--- src/rtl/multicycle_ctrl.sv ---
// Purpose : Moore control FSM for the multicycle datapath (fetch/decode/execute/memory/writeback).
// Latency : R-type/addi 4, lw 5, sw 4, beq/j 3 cycles with memory ready every cycle.
// Backpr. : Stalls in FETCH/MEM_RD/MEM_WR until mem_ready; halts with error after TIMEOUT stalls.
//
// Ports:
//   clk, rst          rising-edge clock, asynchronous active-high reset
//   start             leaves IDLE (ignored elsewhere)
//   opcode            IR[31:26], held stable from DECODE until the instruction completes
//   mem_ready         memory completed the current access this cycle
//   pc_write .. pc_source   datapath selects and enables
//   state, halted, error    FSM observability; error is sticky until rst
//   instr_count       retired-instruction counter, wraps modulo 2^CNT_W
module multicycle_ctrl #(
    parameter int TIMEOUT = 8,
    parameter int TO_W    = 4,
    parameter int CNT_W   = 16
) (
    input  logic             clk,
    input  logic             rst,
    input  logic             start,
    input  logic [5:0]       opcode,
    input  logic             mem_ready,
    output logic             pc_write,
    output logic             pc_write_cond,
    output logic             ir_write,
    output logic             mem_read,
    output logic             mem_write,
    output logic             i_or_d,
    output logic             reg_dst,
    output logic             mem_to_reg,
    output logic             reg_write,
    output logic             alu_src_a,
    output logic [1:0]       alu_src_b,
    output logic [1:0]       alu_op,
    output logic [1:0]       pc_source,
    output logic [3:0]       state,
    output logic             halted,
    output logic             error,
    output logic [CNT_W-1:0] instr_count
);

    typedef enum logic [3:0] {
        st_idle     = 4'd0,
        st_fetch    = 4'd1,
        st_decode   = 4'd2,
        st_mem_addr = 4'd3,
        st_mem_rd   = 4'd4,
        st_wb_mem   = 4'd5,
        st_mem_wr   = 4'd6,
        st_exec_r   = 4'd7,
        st_wb_r     = 4'd8,
        st_branch   = 4'd9,
        st_jump     = 4'd10,
        st_exec_i   = 4'd11,
        st_wb_i     = 4'd12,
        st_halt     = 4'd13
    } state_t;

    localparam logic [5:0] OP_RTYPE = 6'b000000;
    localparam logic [5:0] OP_LW    = 6'b100011;
    localparam logic [5:0] OP_SW    = 6'b101011;
    localparam logic [5:0] OP_BEQ   = 6'b000100;
    localparam logic [5:0] OP_ADDI  = 6'b001000;
    localparam logic [5:0] OP_J     = 6'b000010;

    // Count value at which one more not-ready cycle exhausts the budget.
    localparam logic [TO_W-1:0] TO_LAST = TO_W'((TIMEOUT > 0) ? TIMEOUT - 1 : 0);
    localparam bit              TO_EN   = (TIMEOUT > 0);

    state_t            cur;
    state_t            nxt;
    logic [TO_W-1:0]   wait_cnt;
    logic [TO_W-1:0]   wait_nxt;
    logic              err_set;
    logic              retire;
    logic              is_wait;
    logic              expire;

    // ------------------------------------------------------------------
    // State, wait counter, sticky error and retire counter
    // ------------------------------------------------------------------
    always_ff @(posedge clk or posedge rst) begin
        if (rst) begin
            cur         <= st_idle;
            wait_cnt    <= '0;
            error       <= 1'b0;
            instr_count <= '0;
        end else begin
            cur      <= nxt;
            wait_cnt <= wait_nxt;
            if (err_set) begin
                error <= 1'b1;
            end
            if (retire) begin
                instr_count <= instr_count + 1'b1;
            end
        end
    end

    assign is_wait = (cur == st_fetch) || (cur == st_mem_rd) || (cur == st_mem_wr);

    // Ready takes priority: expiry only matters when this cycle is also not ready.
    assign expire = TO_EN && !mem_ready && (wait_cnt == TO_LAST);

    // ------------------------------------------------------------------
    // Next-state logic
    // ------------------------------------------------------------------
    always_comb begin
        nxt     = cur;
        err_set = 1'b0;
        retire  = 1'b0;

        case (cur)
            st_idle: begin
                if (start) begin
                    nxt = st_fetch;
                end
            end
            st_fetch: begin
                if (mem_ready) begin
                    nxt = st_decode;
                end else if (expire) begin
                    nxt     = st_halt;
                    err_set = 1'b1;
                end
            end
            st_decode: begin
                case (opcode)
                    OP_RTYPE:     nxt = st_exec_r;
                    OP_LW, OP_SW: nxt = st_mem_addr;
                    OP_BEQ:       nxt = st_branch;
                    OP_ADDI:      nxt = st_exec_i;
                    OP_J:         nxt = st_jump;
                    default: begin
                        nxt     = st_halt;
                        err_set = 1'b1;
                    end
                endcase
            end
            st_mem_addr: begin
                nxt = (opcode == OP_LW) ? st_mem_rd : st_mem_wr;
            end
            st_mem_rd: begin
                if (mem_ready) begin
                    nxt = st_wb_mem;
                end else if (expire) begin
                    nxt     = st_halt;
                    err_set = 1'b1;
                end
            end
            st_mem_wr: begin
                if (mem_ready) begin
                    nxt    = st_fetch;
                    retire = 1'b1;
                end else if (expire) begin
                    nxt     = st_halt;
                    err_set = 1'b1;
                end
            end
            st_exec_r: nxt = st_wb_r;
            st_exec_i: nxt = st_wb_i;
            st_wb_mem, st_wb_r, st_wb_i, st_branch, st_jump: begin
                nxt    = st_fetch;
                retire = 1'b1;
            end
            st_halt: nxt = st_halt;
            default: begin
                // Unused encodings 14/15 are treated as a fault.
                nxt     = st_halt;
                err_set = 1'b1;
            end
        endcase
    end

    // Counter runs only while stalled in the same wait state; any ready
    // cycle or state change restarts the budget from zero.
    always_comb begin
        wait_nxt = '0;
        if (is_wait && !mem_ready && (nxt == cur)) begin
            wait_nxt = wait_cnt + 1'b1;
        end
    end

    // ------------------------------------------------------------------
    // Moore outputs (FETCH additionally gates IR/PC load on mem_ready)
    // ------------------------------------------------------------------
    always_comb begin
        pc_write      = 1'b0;
        pc_write_cond = 1'b0;
        ir_write      = 1'b0;
        mem_read      = 1'b0;
        mem_write     = 1'b0;
        i_or_d        = 1'b0;
        reg_dst       = 1'b0;
        mem_to_reg    = 1'b0;
        reg_write     = 1'b0;
        alu_src_a     = 1'b0;
        alu_src_b     = 2'b00;
        alu_op        = 2'b00;
        pc_source     = 2'b00;
        halted        = 1'b0;

        case (cur)
            st_fetch: begin
                mem_read  = 1'b1;
                alu_src_b = 2'b01;
                ir_write  = mem_ready;
                pc_write  = mem_ready;
            end
            st_decode: begin
                alu_src_b = 2'b11;
            end
            st_mem_addr, st_exec_i: begin
                alu_src_a = 1'b1;
                alu_src_b = 2'b10;
            end
            st_mem_rd: begin
                mem_read = 1'b1;
                i_or_d   = 1'b1;
            end
            st_mem_wr: begin
                mem_write = 1'b1;
                i_or_d    = 1'b1;
            end
            st_wb_mem: begin
                reg_write  = 1'b1;
                mem_to_reg = 1'b1;
            end
            st_exec_r: begin
                alu_src_a = 1'b1;
                alu_op    = 2'b10;
            end
            st_wb_r: begin
                reg_write = 1'b1;
                reg_dst   = 1'b1;
            end
            st_wb_i: begin
                reg_write = 1'b1;
            end
            st_branch: begin
                alu_src_a     = 1'b1;
                alu_op        = 2'b01;
                pc_source     = 2'b01;
                pc_write_cond = 1'b1;
            end
            st_jump: begin
                pc_source = 2'b10;
                pc_write  = 1'b1;
            end
            st_halt: begin
                halted = 1'b1;
            end
            default: begin
            end
        endcase
    end

    assign state = cur;

endmodule

--- config.mk ---
export PLATFORM = sky130hd
export DESIGN_NAME = multicycle_ctrl
export DESIGN_NICKNAME = d
export VERILOG_FILES = /design/src/rtl/multicycle_ctrl.sv
export SDC_FILE = /design/constraint.sdc
export NUM_CORES = 1
export LEC_CHECK = 0
export BUFFER_PORTS_ARGS = -buffer_cell sky130_fd_sc_hd__buf_2
export CAP_MARGIN = 20
export CORE_MARGIN = 2
export CORE_UTILIZATION = 45
export CTS_CLUSTER_DIAMETER = 120
export DETAILED_ROUTE_END_ITERATION = 8
export HOLD_SLACK_MARGIN = 0.03
export PLACE_DENSITY = 0.7
export SYNTH_ARGS = -nofsm -noshare
export SYNTH_HDL_FRONTEND = slang
export SYNTH_SLANG_ARGS = --single-unit
--- constraint.sdc ---
create_clock -name clk -period 3.29 [get_ports clk]
set_clock_uncertainty 0.05 [all_clocks]
set_input_delay 0.658 -clock clk [delete_from_list [all_inputs] [get_ports clk]]
set_output_delay 0.658 -clock clk [all_outputs]
set_load 0.05 [all_outputs]
* Yosys cells after proc, flatten, opt, wreduce, memory -nomap -nowiden
Cells that the tools add are included. W data, S select, Z words.
Storage, ports and cells: register bits 25
Cells by class: add/subtract/negate cells 2, eq/ne operators 20, mux-type cells 29, reductions and logical operators 18
Operators by type and width (count):
- $pmux W4 S9 | 1
- $eq A4 B4 Y1 const B | 6
- $mux W4 | 6
- $eq A4 B3 Y1 const B | 5
- $pmux W4 S5 | 1
- $add A16 B1 Y16 const B | 1
- $mux W1 | 14
- $eq A6 B6 Y1 const B | 2
- $reduce_or A10 Y1 | 1
- $eq A4 B2 Y1 const B | 2
- $pmux W2 S2 | 2
- $reduce_or A2 Y1 | 4
- $eq A6 B2 Y1 const B | 1
- $eq A6 B3 Y1 const B | 1
- $eq A6 B4 Y1 const B | 1
- $logic_not A6 Y1 | 1
- $pmux W2 S3 | 1
- $reduce_or A3 Y1 | 2
- $reduce_or A6 Y1 | 1
- $reduce_or A5 Y1 | 1
- $add A4 B1 Y4 const B | 1
- $eq A4 B1 Y1 const B | 1
- $eq A4 B4 Y1 | 1
- $logic_not A4 Y1 | 1
- other kinds (7) | 11

* Logic depth before layout (Yosys ltp)
Gate-level depths: netlist (run 1).
depth in word-level cells 8, gate-level depth with buffers 6, depth with buffers taken out 5

* Least setup slack after synthesis (run 1)
No wires, ideal clock.
kind register to output, start reg cur[1], in the netlist state[1], end out pc_write, arrival time 3.318 ns, setup slack -0.736 ns, stages on the path, launching flop included 6, buffers on the path 2, cell sequence dfrtp_1 > buf_2 > nand2b_1 > buf_4 > nor4b_1 > or2_2
Between the ends: cells in the longest elaborated chain, start to end 2, elaborated cells on any way between the ends 3
RTL lines:
- start, declared | line 70 | state_t cur;
- start signal, assigned | line 84 | cur <= st_idle;
- start signal, assigned | line 89 | cur <= nxt;
- $eq A4 B4 Y1 or $eq A4 B1 Y1 (tied branches) | line 203 | case (cur)
- $pmux W1 S2 (*) | line 203
- end, declared | line 23 | output logic pc_write,
Mark *: on every way between the ends. The rest lies on a longest branch, timed or not.

* Worst setup path after layout (run 1)
Same ends and word-level chain as after synthesis.

==> key figures, run 1 <==
CTS
  • H-Tree Level Count: 1
  • Root buf cell: clkbuf_8
  • CTS hold repair buffers: 0
  • CTS Buffer Depth: 2
  • Post-cts repair resize count: 0
  • Clock slew at reported path FFs: 90 ps
  • Worst skew pair latency: 270 ps
  • CTS Buf Count: 3
  • CTS tree: yes
  • Post-CTS Setup Bufs: 0
  • Clock sinks: 25

Yosys
  • Synth cell count leaders: dfrtp_1 (25), nor2_1 (21), xnor2_1 (16)
  • Yosys reg bits: 25
  • Synth Area per Inst: 9.25 um^2
  • Post-Syn Nets: 197
  • Async S/R FF share, synth: 100%
  • Largest cells by area after synthesis: dfrtp_1 (37%), xnor2_1 (8.2%), nor2_1 (4.6%)
  • Yosys warns: 0
  • Synthesized area: 1710 um^2
  • Post-synth cell types: 53
  • Count leader, synth: dfrtp_1
  • Post-synth EDFFs: 0
  • Post-Syn Instances: 185
  • Area leader, netlist: dfrtp_1
  • Synth top area share: 36.6%
  • Register area share after synthesis: 36.6%
  • Main synth FF type: dfrtp_1

Place
  • Port buffer count: 47
  • DP HPWL: 2850 um
  • Gpl congestion: 0.795

Timing
  • Rel. slew slack: 50.6%
  • RSZ-0062 raised after global routing: no
  • Hold Vio Cnt, Final: 0
  • Count of pins over their slew limit: 0
  • Worst slew pin tran: 741 ps
  • Period utilisation layout: 86.7%
  • Min Tclk post-route: 2850 ps
  • Maximum clock rate: 0.351 GHz
  • Setup TNS: 0 ps
  • Final setup fails: 0

Worst setup path
  • WS Path Type: register to output pin
  • Crit path launch: state[1]
  • Stages on worst setup path: 4
  • FF-to-FF End: instr_count[15]
  • R2r worst-path depth: 4
  • Worst path slowest cell: dfrtp_1
  • Worst setup endpoint: pc_write
  • CP Launch Type: register
  • Crit-path max cell delay: 730 ps
  • Register-to-register path setup slack: 1020 ps
  • CP endpoint kind: output pin
  • CP Buf/Inv Count: 1
  • WP data required: 2580 ps
  • Cell family with the largest share of critical-path delay: simple AND/OR/NAND/NOR gates
  • Critical-path maximum fanout: 19
  • Reg-to-Reg Start: state[2]
  • Crit path cell chain: nand2b_1, nor4b_2, or2_2, buf_2
  • Worst Path Arrival: 2140 ps

Global routing
  • Initial antenna violation count: 0
  • Gr usage total: 18.6%
  • Number of global-route vias before repair: 1378
  • GR Overflow Total: 0
  • First-pass GRT wire length: 6360 um
  • Largest net degree at the start of global routing: 26

Drt
  • WL per Instance: 14.0 um
  • DRC Markers: 0
  • Avg Vias per Cell: 5.66
  • Via count: 1557
  • Initial DRC Count: 84
  • Total iterations of the first detailed-routing run: 4
  • Antenna viol nets, final: 0
  • Total wire length: 3850 um

Floorplanning
  • Die Wd: 65.7 um
  • Core Area: 3660 um^2
  • FP Rows: 22
  • Starting Density: 46.7%
  • I/O pins: 48
  • Die Y: 65.7 um
  • Total die area: 4310 um^2

Cells and area
  • Fillers: 336
  • Area growth syn-to-layout: 19.3%
  • Ratio of cells with drive above 1 in the final layout: 29.5%
  • Ant diodes: 0
  • Layout Nets: 240

Power
  • Max VDD drop: 0.429 mV
  • Pwr Total: 1.95 mW
  • Power per cell area: 957 nW/um^2
  • Leakage: 0.919 nW

Run status
  • Status: finished, final reports clean

Hold path
  • Hold Path Class: input port to asynchronous set/reset pin

Job
  • Max_cap viols: 0
## state kept, by name (all words and copies together), names as in the netlist
signal / count
error: 1
instr_count: 16
state: 4
wait_cnt: 4
## final cells by class
cell class | instances | area [um^2] | area share (%)
timing repair buffer | 50 | 278 | 13.6
tap | 48 | 60.1 | 2.94
sequential | 25 | 626 | 30.7
clock buffer | 3 | 41.3 | 2.02
clock inverter | 1 | 5.00 | 0.245
inverter | 8 | 30.0 | 1.47
multi-input combinational | 140 | 1000 | 49.0
## through the flow
step / instance area, um^2 / cells / utilization [%] / hold WS, ps / setup slack (ps)
after floorplan: 1720 / 185 / - / 394 / 47.3
after global placement: 1970 / 270 / 53.7 / 415 / 795
after detailed placement: 1970 / 270 / 53.7 / 412 / 756
after CTS: 2010 / 274 / 55.0 / 426 / 440
after global routing: 2040 / 275 / 55.7 / 328 / 288
final: 2040 / 275 / 55.7 / 307 / 437
## layout by cell type (no fill, tap or decap), drive strengths merged, types with 2 or more instances in the layout
master and instances:
a211o 2, buf 50, nor4 10, clkbuf 3, or2 2, nor3 4, a21oi 8, a22oi 2
o2111ai 4, and3 2, o21ai 9, or4b 2, inv 8, a211oi 3, a22o 2, dfrtp 25
o211ai 5, ha 2, xnor2 16, nand3 5, nand3b 3, nor2 21, xor2 3, nand2 7
nand2b 8, or4 3, or3 2
## per-layer routing
layer  global-route usage (%)  routed length [um]  vias to the layer above
met1                     26.7                1850                      753
li1                         -                   -                      770
met4                     4.43                  44                        0
met5                        0                   0                        -
met3                     3.94                 144                        4
met2                     28.7                1820                       30
## how the worst min path moves through the flow
stage	startpoint	endpoint	slack, ps	depth (start not counted)
final	rst	wait_cnt[0]	310	2
after global placement	wait_cnt[0]	wait_cnt[0]	410	1
after CTS	wait_cnt[0]	wait_cnt[0]	430	1
after global routing	rst	wait_cnt[0]	330	2
after detailed placement	instr_count[15]	instr_count[15]	410	1
after floorplan	wait_cnt[0]	wait_cnt[0]	390	1
## power by group
group | switching, mW | internal (mW)
Combinational | 0.909 | 0.348
Sequential | 0.134 | 0.384
Clock | 0.0926 | 0.0845
## cell families after synthesis
| kind of cell | synth area share, % |
|---|---|
| fa+ha+maj | 2.12 |
| mux | 0.658 |
| simple gates | 26.3 |
| buf+inv | 5.27 |
| xor+xnor | 9.73 |
| flops | 36.6 |
| compound gates | 19.3 |
(Power assumes the default switching activity.)
==> run 2: changes to the inputs <==
- CORE_UTILIZATION: 45 -> 55
- PLACE_DENSITY: 0.7 -> 0.84
- clock period: 3.29 -> 3.6 ns (I/O delays scaled with it)
==> run 2 against run 1 <==
Effect of this change:
- via count is 0.71% lower
- global-route usage is 2.4 points higher
- register-to-register slack better by 310 ps
- largest power group unchanged
==> key figures, run 2 (synthesis results as in run 1) <==
Cells and area
  • Fillers: 258
  • Ant diodes: 0
  • Sequential Area: 626 um^2
  • Final Instance Area: 1960 um^2
  • Most frequent cells in the layout: buf_2 (47), dfrtp_1 (25), nor2_1 (21), xnor2_1 (16), inv_1 (8)
  • Area growth syn-to-layout: 14.6%
  • Max reg flops: 16
  • Fin util: 65.3%
  • Layout Nets: 237
  • Ratio of cells with drive above 1 in the final layout: 28.6%
  • Area of the multi-input gates: 1000 um^2
  • Commonest non-fill, non-tap cell in the layout: buf_2
  • Most flops, register: instr_count

Timing
  • RSZ-0062 raised after global routing: no
  • Min Tclk post-route: 2950 ps
  • Min Hold Slack: 430 ps
  • Worst slew pin tran: 892 ps
  • Hold Vio Cnt, Final: 0
  • Rel. slew slack: 40.5%
  • Setup TNS: 0 ps
  • Final setup fails: 0
  • Maximum clock rate: 0.339 GHz
  • Period utilisation layout: 82.0%
  • Count of pins over their slew limit: 0

Drt
  • Total iterations of the first detailed-routing run: 4
  • Initial DRC Count: 83
  • WL per Instance: 14.2 um
  • Antenna viol nets, final: 0
  • Via count: 1546
  • DRC Markers: 0
  • Total wire length: 3650 um
  • Avg Vias per Cell: 6.02

Place
  • DP HPWL: 2740 um
  • Gpl congestion: 0.894
  • Dpl cell area: 1930 um^2
  • Port buffer count: 47

Worst setup path
  • CP endpoint kind: output pin
  • Critical-path maximum fanout: 22
  • Worst Path Arrival: 2180 ps
  • WP data required: 2830 ps
  • CP Launch Type: register
  • WS Path Type: register to output pin

Power
  • Pwr Total: 1.71 mW
  • Leakage: 0.889 nW
  • Power per cell area: 874 nW/um^2
  • Max VDD drop: 0.656 mV

Floorplanning
  • Total die area: 3570 um^2
  • Starting Density: 57.0%
  • Die Y: 59.8 um
  • I/O pins: 48
  • Die Wd: 59.8 um
  • Core Area: 3000 um^2
  • FP Rows: 20

Global routing
  • Gr usage total: 21.1%
  • First-pass GRT wire length: 5830 um
  • Initial antenna violation count: 0
  • Largest net degree at the start of global routing: 26
  • GR Overflow Total: 0
  • Number of global-route vias before repair: 1257

CTS
  • Worst skew pair latency: 310 ps
  • CTS Buffer Depth: 2
  • H-Tree Level Count: 1
  • Root buf cell: clkbuf_4
  • Post-cts repair resize count: 0
  • CTS tree: yes
  • Clock slew at reported path FFs: 120 ps
  • CTS Buf Count: 3
  • CTS hold repair buffers: 0
  • Clock sinks: 25
  • Post-CTS Setup Bufs: 0

Run status
  • Status: finished, final reports clean

Hold path
  • Hold Path Class: register to register

Job
  • Max_cap viols: 0
==> run 2: metal layers <==
metal,share of wire (%),vias up,global-route usage (%),wire (um)
li1,-,763,-,-
met1,48,741,31.6,1750
met2,47,40,31.7,1720
met3,4.5,2,4.33,163
met4,0.38,0,3.81,14
met5,0,-,0,0
==> run 2: path summary, 6_finish.rpt <==
check | start | endpoint | slack, ps | cells after the start
hold reg to reg | instr_count[15] | instr_count[15] | 430 | 1
max in group asynchronous | rst | instr_count[2] | 2430 | 2
min in group asynchronous | rst | instr_count[8] | 520 | 2
setup / recovery | state[0] | pc_write | 650 | 4
hold / removal | instr_count[15] | instr_count[15] | 430 | 1
setup reg to reg | state[2] | instr_count[15] | 1330 | 4
==> run 2: final cells by class <==
type | count | area share [%]
clock buffers | 3 | 1.15
clock inverters | 1 | 0.255
inverters | 8 | 1.53
multi-input cells | 140 | 51.1
flip-flops and latches | 25 | 31.9
well taps | 33 | 2.11
repair buffers | 47 | 12.0
==> run 2: critical path, cell delays in order (launching register included) <==
cell	delay, ps
dfrtp_1	730
nand2b_1	400
nor4b_2	350
or2_2	150
buf_2	250
==> run 2: through the flow <==
step	instances	worst slack (ps)
3_5_place_dp	253	1000
6_report	257	649
5_1_grt	257	487
2_1_floorplan	185	295
3_3_place_gp	253	1040
4_1_cts	257	633
==> run 2: where the power goes <==
group / internal, mW / switching (mW) / total, mW / leakage (nW)
sequential: 0.350 / 0.168 / 0.518 / 0.326
combinational: 0.301 / 0.774 / 1.08 / 0.545
clock: 0.0415 / 0.0779 / 0.119 / 0.0177
total: 0.693 / 1.02 / 1.71 / 0.889
==> run 3: changes to the inputs <==
- CORE_UTILIZATION: 55 -> 47
- PLACE_DENSITY: 0.84 -> 0.76
- clock period: 3.6 -> 2.54 ns (I/O delays scaled with it)
==> run 3 against run 2 <==
Effect of this change:
- clock power increased by 49%
- critical endpoint unchanged
- cell count grew 7.4%
- largest cell class unchanged
- hold slack got worse by 270 ps
- register-to-register slack lost 850 ps
- die area up 16%
- global-route usage hardly changed
- design area grew 5.1%
==> key figures, run 3 (synthesis results as in run 1) <==
Run status
  • Status: finished, final reports clean

Place
  • Gpl congestion: 0.878
  • DP HPWL: 3020 um
  • Dpl cell area: 2030 um^2
  • Worst slack, placed: 512 ps
  • Port buffer count: 47
  • DP Cell Count: 272

Worst setup path
  • Worst path slowest cell: dfrtp_1
  • CP endpoint kind: output pin
  • CP Buf/Inv Count: 1
  • Crit path launch: state[1]
  • Worst Path Arrival: 1820 ps
  • WS Path Type: register to output pin
  • Stages on worst setup path: 4
  • Crit path cell chain: nand2b_1, nor4b_4, or2_2, buf_2
  • Reg-to-Reg Start: state[1]
  • Critical-path maximum fanout: 10
  • FF-to-FF End: instr_count[15]
  • Cell family with the largest share of critical-path delay: simple AND/OR/NAND/NOR gates
  • WP data required: 1980 ps
  • Worst setup endpoint: pc_write
  • R2r worst-path depth: 5
  • Crit-path max cell delay: 520 ps
  • Register-to-register path setup slack: 480 ps
  • CP Launch Type: register

Job
  • Max_cap viols: 0

Power
  • Power per cell area: 1260 nW/um^2
  • Max VDD drop: 0.545 mV
  • Leakage: 0.927 nW

CTS
  • CTS hold repair buffers: 0
  • Root buf cell: clkbuf_4
  • Worst skew pair latency: 320 ps
  • Clock slew at reported path FFs: 130 ps
  • Clock sinks: 25
  • CTS Buf Count: 3
  • Post-CTS Setup Bufs: 0
  • CTS tree: yes
  • CTS Buffer Depth: 2
  • Post-cts repair resize count: 0
  • H-Tree Level Count: 1

Floorplanning
  • I/O pins: 48
  • FP Rows: 21
  • Die Y: 64.3 um
  • Starting Density: 50.1%
  • Die Wd: 64.3 um
  • Core Area: 3420 um^2
  • Total die area: 4140 um^2

Timing
  • Worst slew pin tran: 587 ps
  • Setup TNS: 0 ps
  • Count of pins over their slew limit: 0
  • Rel. slew slack: 60.5%
  • Final setup fails: 0
  • RSZ-0062 raised after global routing: no
  • Maximum clock rate: 0.421 GHz
  • Period utilisation layout: 93.5%
  • Min Tclk post-route: 2380 ps
  • Hold Vio Cnt, Final: 0
  • Setup slack after layout: 165 ps

Global routing
  • GR Overflow Total: 0
  • Grt met1 use: 31.5%
  • Initial antenna violation count: 0
  • First-pass GRT wire length: 6930 um
  • Number of global-route vias before repair: 1463
  • Global-route met2 utilization: 31.4%
  • Largest net degree at the start of global routing: 26
  • Grt met3 use: 4.75%
  • Gr busiest metal: met1
  • Gr usage total: 21.1%

Cells and area
  • Final std cells w/o fill: 276
  • Commonest non-fill, non-tap cell in the layout: buf_2
  • Final Instance Area: 2060 um^2
  • Most frequent cells in the layout: buf_2 (47), dfrtp_1 (25), nor2_1 (20), xnor2_1 (16), inv_1 (8)
  • Max reg flops: 16
  • Ratio of cells with drive above 1 in the final layout: 32.2%
  • Layout Nets: 243
  • Fillers: 317
  • Most flops, register: instr_count
  • Area growth syn-to-layout: 20.5%
  • Fin util: 60.3%
  • Ant diodes: 0

Drt
  • Total iterations of the first detailed-routing run: 4
  • Via count: 1581
  • WL per Instance: 14.7 um
  • Initial DRC Count: 95
  • Total wire length: 4060 um
  • Antenna viol nets, final: 0
  • DRC Markers: 0
  • Avg Vias per Cell: 5.73

Hold path
  • Hold Path Class: input port to asynchronous set/reset pin
[run 3: worst min-delay path by stage]
stage / end / from / slack, ps / cells after the start
finish: instr_count[11] / rst / 160 / 3
detailed placement: instr_count[15] / instr_count[15] / 410 / 1
global placement: wait_cnt[0] / wait_cnt[0] / 410 / 1
CTS: instr_count[6] / rst / 150 / 3
global route: instr_count[11] / rst / 160 / 3
floorplan: wait_cnt[0] / wait_cnt[0] / 390 / 1
[run 3: routing by layer]
layer  vias up  wire length [um]
li1        775                 -
met1       767              2000
met2        33              1880
met3         6               147
met4         0                31
met5         -                 0
[run 3: area by class of cell]
class	instances	area (um^2)	share of cell area (%)
multi-input combinational	140	1040	50.5
sequential	25	626	30.4
timing repair buffer	53	280	13.6
tap	46	57.6	2.79
inverter	8	30.0	1.46
clock buffer	3	22.5	1.09
clock inverter	1	5.00	0.243
[run 3: stage by stage]
step                total power, mW  hold slack [ps]
floorplan                      2.05              394
global placement               2.40              413
detailed placement             2.42              415
CTS                            2.60              150
global route                   2.76              165
finish                         2.59              156
[run 3: report_power, final]
part / total, mW / internal, mW / switching (mW) / leakage (nW)
combinational: 1.75 / 0.501 / 1.25 / 0.584
clock: 0.177 / 0.0590 / 0.118 / 0.0177
sequential: 0.663 / 0.498 / 0.165 / 0.326
[run 3: tightest hold or removal path, stage by stage]
cell and delay (ps):
buf_2 90, inv_1 40, buf_4 300
